<file path="config.mk">
export PLATFORM = sky130hd
export DESIGN_NAME = fetch_unit
export DESIGN_NICKNAME = d
export VERILOG_FILES = /design/src/rtl/fetch_unit.sv
export SDC_FILE = /design/constraint.sdc
export NUM_CORES = 1
export LEC_CHECK = 0
export BUFFER_PORTS_ARGS = -buffer_cell sky130_fd_sc_hd__buf_2
export CAP_MARGIN = 10
export CORE_UTILIZATION = 45
export DETAILED_ROUTE_END_ITERATION = 6
export MAX_ROUTING_LAYER = met4
export PLACE_DENSITY = 0.79
export SLEW_MARGIN = 0
export SYNTH_ARGS = -nofsm -noshare
export SYNTH_HDL_FRONTEND = slang
export SYNTH_SLANG_ARGS = --single-unit
</file>
<file path="constraint.sdc">
create_clock -name i_CLK -period 3.2 [get_ports i_CLK]
set_input_delay 0.48 -clock i_CLK [delete_from_list [all_inputs] [get_ports i_CLK]]
set_output_delay 0.48 -clock i_CLK [all_outputs]
set_load 0.01 [all_outputs]
</file>
<file path="src/rtl/fetch_unit.sv">
// Instruction-fetch stage: one-entry address-tagged buffer in front of a req/gnt/rvalid
// instruction bus, with misalignment, bus-error and response-timeout reporting.
module fetch_unit #(
  parameter logic [31:0] NOOP           = 32'h0000_0013,
  parameter int          TIMEOUT_CYCLES = 255
) (
  input  logic        i_CLK,
  input  logic        i_RST,
  input  logic [31:0] i_PC,
  output logic [31:0] o_INSTRUCTION,
  output logic        o_INSTRUCTION_VALID,
  output logic        o_FETCH_ERR,
  output logic        o_MISALIGNED,
  output logic        o_IMEM_REQ,
  output logic [31:0] o_IMEM_ADDR,
  input  logic        i_IMEM_GNT,
  input  logic        i_IMEM_RVALID,
  input  logic [31:0] i_IMEM_RDATA,
  input  logic        i_IMEM_ERR
);

  typedef enum logic [1:0] {
    S_IDLE = 2'd0,
    S_REQ  = 2'd1,
    S_WAIT = 2'd2
  } state_e;

  localparam logic [7:0] CNT_LAST = 8'(TIMEOUT_CYCLES - 1);

  state_e      state_q, state_d;
  logic        buf_valid_q, buf_valid_d;
  logic [31:0] buf_addr_q, buf_addr_d;
  logic [31:0] buf_data_q, buf_data_d;
  logic [7:0]  cnt_q, cnt_d;
  logic        req_q, req_d;
  logic [31:0] addr_q, addr_d;
  logic        fetch_err_q, fetch_err_d;
  logic        err_blk_q, err_blk_d;
  logic [31:0] err_addr_q, err_addr_d;

  logic hit;
  logic blocked;

  assign o_MISALIGNED        = (i_PC[1:0] != 2'b00);
  assign hit                 = buf_valid_q && (buf_addr_q == i_PC);
  assign blocked             = err_blk_q && (err_addr_q == i_PC);
  assign o_INSTRUCTION_VALID = hit && !o_MISALIGNED && (state_q == S_IDLE);
  assign o_INSTRUCTION       = o_INSTRUCTION_VALID ? buf_data_q : NOOP;
  assign o_FETCH_ERR         = fetch_err_q;
  assign o_IMEM_REQ          = req_q;
  assign o_IMEM_ADDR         = addr_q;

  always_comb begin
    // NOTE: every _d starts as its _q so no path through the case leaves a signal unassigned (no latch).
    state_d     = state_q;
    buf_valid_d = buf_valid_q;
    buf_addr_d  = buf_addr_q;
    buf_data_d  = buf_data_q;
    cnt_d       = cnt_q;
    req_d       = req_q;
    addr_d      = addr_q;
    fetch_err_d = fetch_err_q;
    err_blk_d   = err_blk_q;
    err_addr_d  = err_addr_q;

    unique case (state_q)
      S_IDLE: begin
        // A failed address is not retried until decode moves away from it.
        if (err_blk_q && !blocked) err_blk_d = 1'b0;
        if (!hit && !o_MISALIGNED && !blocked) begin
          state_d = S_REQ;
          req_d   = 1'b1;
          addr_d  = {i_PC[31:2], 2'b00};
        end
      end
      S_REQ: begin
        if (i_IMEM_GNT) begin
          state_d     = S_WAIT;
          req_d       = 1'b0;
          fetch_err_d = 1'b0;
          cnt_d       = 8'd0;
        end
      end
      S_WAIT: begin
        cnt_d = (cnt_q == 8'hFF) ? cnt_q : cnt_q + 8'd1;
        if (i_IMEM_RVALID) begin
          state_d = S_IDLE;
          if (i_IMEM_ERR) begin
            buf_valid_d = 1'b0;
            fetch_err_d = 1'b1;
            err_blk_d   = 1'b1;
            err_addr_d  = addr_q;
          end else begin
            buf_valid_d = 1'b1;
            buf_addr_d  = addr_q;
            buf_data_d  = i_IMEM_RDATA;
          end
        end else if (cnt_q == CNT_LAST) begin
          state_d     = S_IDLE;
          buf_valid_d = 1'b0;
          fetch_err_d = 1'b1;
          err_blk_d   = 1'b1;
          err_addr_d  = addr_q;
        end
      end
      default: state_d = S_IDLE;
    endcase
  end

  // NOTE: state registers use non-blocking assignments so every flop samples pre-edge values.
  always_ff @(posedge i_CLK) begin
    if (i_RST) begin
      state_q     <= S_IDLE;
      buf_valid_q <= 1'b0;
      buf_addr_q  <= 32'd0;
      buf_data_q  <= NOOP;
      cnt_q       <= 8'd0;
      req_q       <= 1'b0;
      addr_q      <= 32'd0;
      fetch_err_q <= 1'b0;
      err_blk_q   <= 1'b0;
      err_addr_q  <= 32'd0;
    end else begin
      state_q     <= state_d;
      buf_valid_q <= buf_valid_d;
      buf_addr_q  <= buf_addr_d;
      buf_data_q  <= buf_data_d;
      cnt_q       <= cnt_d;
      req_q       <= req_d;
      addr_q      <= addr_d;
      fetch_err_q <= fetch_err_d;
      err_blk_q   <= err_blk_d;
      err_addr_q  <= err_addr_d;
    end
  end

endmodule

</file>
==> summary.txt <==
Outcome
  – Result of the run: finished clean

Detailed routing
  – Via-to-Cell Ratio: 5.02
  – Drt wl/cell: ~14 um
  – Post-DRT Antenna Nets: 0
  – Wirelength, routed: 14800 um
  – DR iter-0 viols: ~400
  – DR pass1 iterations: 5
  – Post-route DRC: 0
  – Via count: 5205

Logic synthesis
  – Multiplexer share of the synthesized area: 0.0493
  – YS warnings: 0
  – Top cells by area, synth: dfxtp_1 (45%), nand2_1 (12%), a21oi_1 (7.7%)
  – Post-synthesis xor/xnor area fraction: 0.0934
  – Sequential fraction of the synthesis area: 0.447
  – Post-Syn Area per Cell: 8.35 sq um
  – Cells after synthesis: 730
  – Mapped Area: 0.00609 sq mm
  – Dominant cell type by area after synthesis: dfxtp_1
  – Top cell type's share of synthesized area: 0.447
  – Compound-Gate Fraction of Synth Area: 0.0856
  – Synth Register Bits: 136
  – Post-synthesis simple-gate area fraction: 0.277
  – Fraction of the mapped netlist area in adder cells: 0.00411
  – Combinational family with the most area after synthesis: simple AND/OR/NAND/NOR gates
  – Yosys cell types: 38

Run
  – MaxCap Viol Count: 0

Die
  – Die area: 0.0140 sq mm
  – Initial Util: 0.460
  – Height of the chip: roughly 120 um
  – Core area: 0.0132 sq mm
  – I/O Pins: 137
  – Site Rows: 42
  – Die width: between 100 and 150 um

Clock network
  – Post-CTS Setup Bufs: 0
  – CTS Buffer Depth: 2
  – # H-tree levels: 4
  – CTS root buf: clkbuf_16
  – # clock sinks: 136
  – CTS buffer count: 17
  – Clk slew on worst S/H paths: 0.06 ns
  – CTS resizes: 0
  – Post-CTS Hold Buffers: 0
  – Later-pin clock latency in the skew report: 0.42 ns
  – CTS tree: yes

Final layout
  – Nets: 919
  – Ant. Diodes: 0
  – Final Core Density: 0.562
  – Non-Filler Instances: 1037
  – Layout area overhead: 22.1%
  – Layout cells sized above 1: 0.210

Worst setup path
  – Crit-path slowest cell: nor4_2
  – CP Data Required Time: 2.72 ns
  – Register-to-register setup slack: between 0.9 and 1 ns
  – CP peak stage delay: 0.37 ns
  – Critical Path AT: 2.51 ns
  – Cell Chain, Critical Path: xnor2_1 > nand4_1 > nor4_2 > nand4_2 > nor4_4 > buf_4 > and2_1 > buf_2
  – Critical Path Start Type: register
  – CP endpoint kind: output port
  – CP top delay family: simple AND/OR/NAND/NOR gates
  – CP Buf/Inv Count: 2
  – Critical path class: reg2out
  – Max FO, Critical Path: 33

Timing
  – Post-Route Skew: approximately 0.0088 ns
  – Worst Max-Slew Pin Slew: 1.01 ns
  – Final Hold Vio Count: 0
  – Max_slew headroom: 0.329
  – Post-route clock period utilization: 0.935
  – Setup tns final: 0 ns
  – Endpoints failing setup: 0
  – Final Worst Setup Slack: 0.209 ns
  – RSZ-0062 raised after global routing: no
  – Fin Hold WS: 0.283 ns
  – Minimum clock period after layout: 2.99 ns
  – Max Slew Vio Count: 0
  – F_max: 0.334 GHz

Global routing
  – Aggregate global-route resource usage: 0.226
  – Global-route wire length before repair: 23900 um
  – Largest net degree at the start of global routing: 63
  – Initial antenna violation count: 0
  – Number of global-route vias before repair: 4771
  – Total overflow reported by the global router: 0

Placement
  – Gp weighted congestion: 0.839
  – Setup WS pre-CTS: 0.406 ns
  – DPL Wire Length: 9770 um
  – I/O Buffers: between 100 and 150
  – # placed instances: around 1.0k

Pwr
  – P_sw: between 800 and 900 uW
  – Clock share of power: 0.500
  – Max IR drop VDD: 0.000418 V
  – Sequential power share: 0.433
  – Internal cell power: 3160 uW
  – Sw frac: 0.218
  – Power density cells: roughly 540 mW/mm^2
  – Leakage: 0.00287 uW
  – Combinational power share: 0.066

Min path
  – Worst hold path type: in2reg
layout make-up:
cell class	count	area, sq um
Timing Repair Buffer	144	761
Fill cell	1201	5800
Inverter	4	15.0
Sequential cell	136	2720
Multi-Input combinational cell	545	3120
Tap cell	176	220
Clock buffer	23	458
Clock inverter	9	148
power groups by stage:
| stage | combinational [uW] | sequential [uW] | clock, uW |
|---|---|---|---|
| 2_1_floorplan | 150 | 1790 | 0 |
| 3_3_place_gp | 263 | 1790 | 0 |
| 3_5_place_dp | 267 | 1790 | 0 |
| 4_1_cts | 270 | 1750 | 2040 |
| 5_1_grt | 292 | 1750 | 2130 |
| 6_report | 268 | 1750 | 2020 |
worst paths after layout:
path | from | endpoint | cells past startpoint
worst min-delay path | i_IMEM_RDATA[4] | buf_data_q[4]$_SDFFE_PP1P_ | 3
worst min register to register | buf_data_q[19]$_SDFFE_PP0P_ | buf_data_q[19]$_SDFFE_PP0P_ | 2
worst max-delay path | buf_addr_q[4]$_SDFFE_PP0P_ | o_INSTRUCTION[10] | 8
worst max register to register | buf_addr_q[4]$_SDFFE_PP0P_ | o_IMEM_ADDR[10]$_SDFFE_PP0P_ | 6
layer usage:
metal / global-route usage / part of all wire
met5: - / 0
met4: 0.0729 / 0.017
met3: 0.0627 / 0.058
met2: 0.360 / 0.49
met1: 0.276 / 0.44
state kept, by name (all words and copies together), names as in the netlist:
signal,count
o_IMEM_ADDR,30
buf_addr_q,30
o_FETCH_ERR,1
buf_data_q,32
buf_valid_q,1
state_q,2
err_blk_q,1
err_addr_q,30
o_IMEM_REQ,1
cnt_q,8
cells in the mapped netlist:
cell and n:
nand4_1 13, nor4_4 1, and2_1 30, and4_1 1
buf_6 1, a41o_1 1, nand2b_1 63, a211oi_1 1
and3b_1 1, nor4_2 3, o21ai_0 2, buf_12 3
or3_1 1, clkbuf_1 30, xnor2_1 51, inv_1 4
a21oi_1 94, nor4_1 3, or3b_2 1, nor2b_1 2
nor3_1 1, a31oi_1 1, dfxtp_1 136, nand3_1 8
xor2_1 14, or2b_1 3, a221oi_1 1, nand2_1 190
nand3b_1 4, mux2i_1 30, buf_4 2, a41oi_1 1
ha_1 2, conb_1 1, buf_2 10, nor2_1 17
and3_1 2, nand4_2 1
worst register-to-register path, cell delays in order, from the launching register on:
cell     delay (ns)
dfxtp_1        0.33
xnor2_1        0.23
nand4_1        0.17
nor4_2         0.37
nand4_2        0.20
and3_2         0.60
mux2i_1        0.24
kinds of logic (layout without fill, tap and decap cells):
logic type | after synthesis | after routing
muxes | 30 | 30
buffers and inverters | 50 | 180
and+or+nand+nor | 345 | 345
other | 1 | 2
adders and majority gates | 2 | 2
xor gates and xnor gates | 65 | 65
DFF | 136 | 136
AOI/OAI and AO/OA | 101 | 101
placed cells by master (no fill, tap or decap), types with 13 or more instances in the layout:
| cell type | count |
|---|---|
| nor2_1 | 16 |
| nand4_1 | 13 |
| nand2b_1 | 63 |
| a21oi_1 | 94 |
| mux2i_1 | 30 |
| dfxtp_1 | 136 |
| xnor2_1 | 51 |
| and2_1 | 29 |
| clkbuf_16 | 17 |
| buf_2 | 133 |
| xor2_1 | 14 |
| nand2_1 | 189 |
metrics by stage:
stage | cell area, sq um | total power [uW]
floorplan | 6100 | 1940
global placement | 6840 | 2050
detailed placement | 6840 | 2050
CTS | 7440 | 4060
global route | 7440 | 4170
finish | 7440 | 4040
No activity file was read; power rests on OpenSTA's default activity.
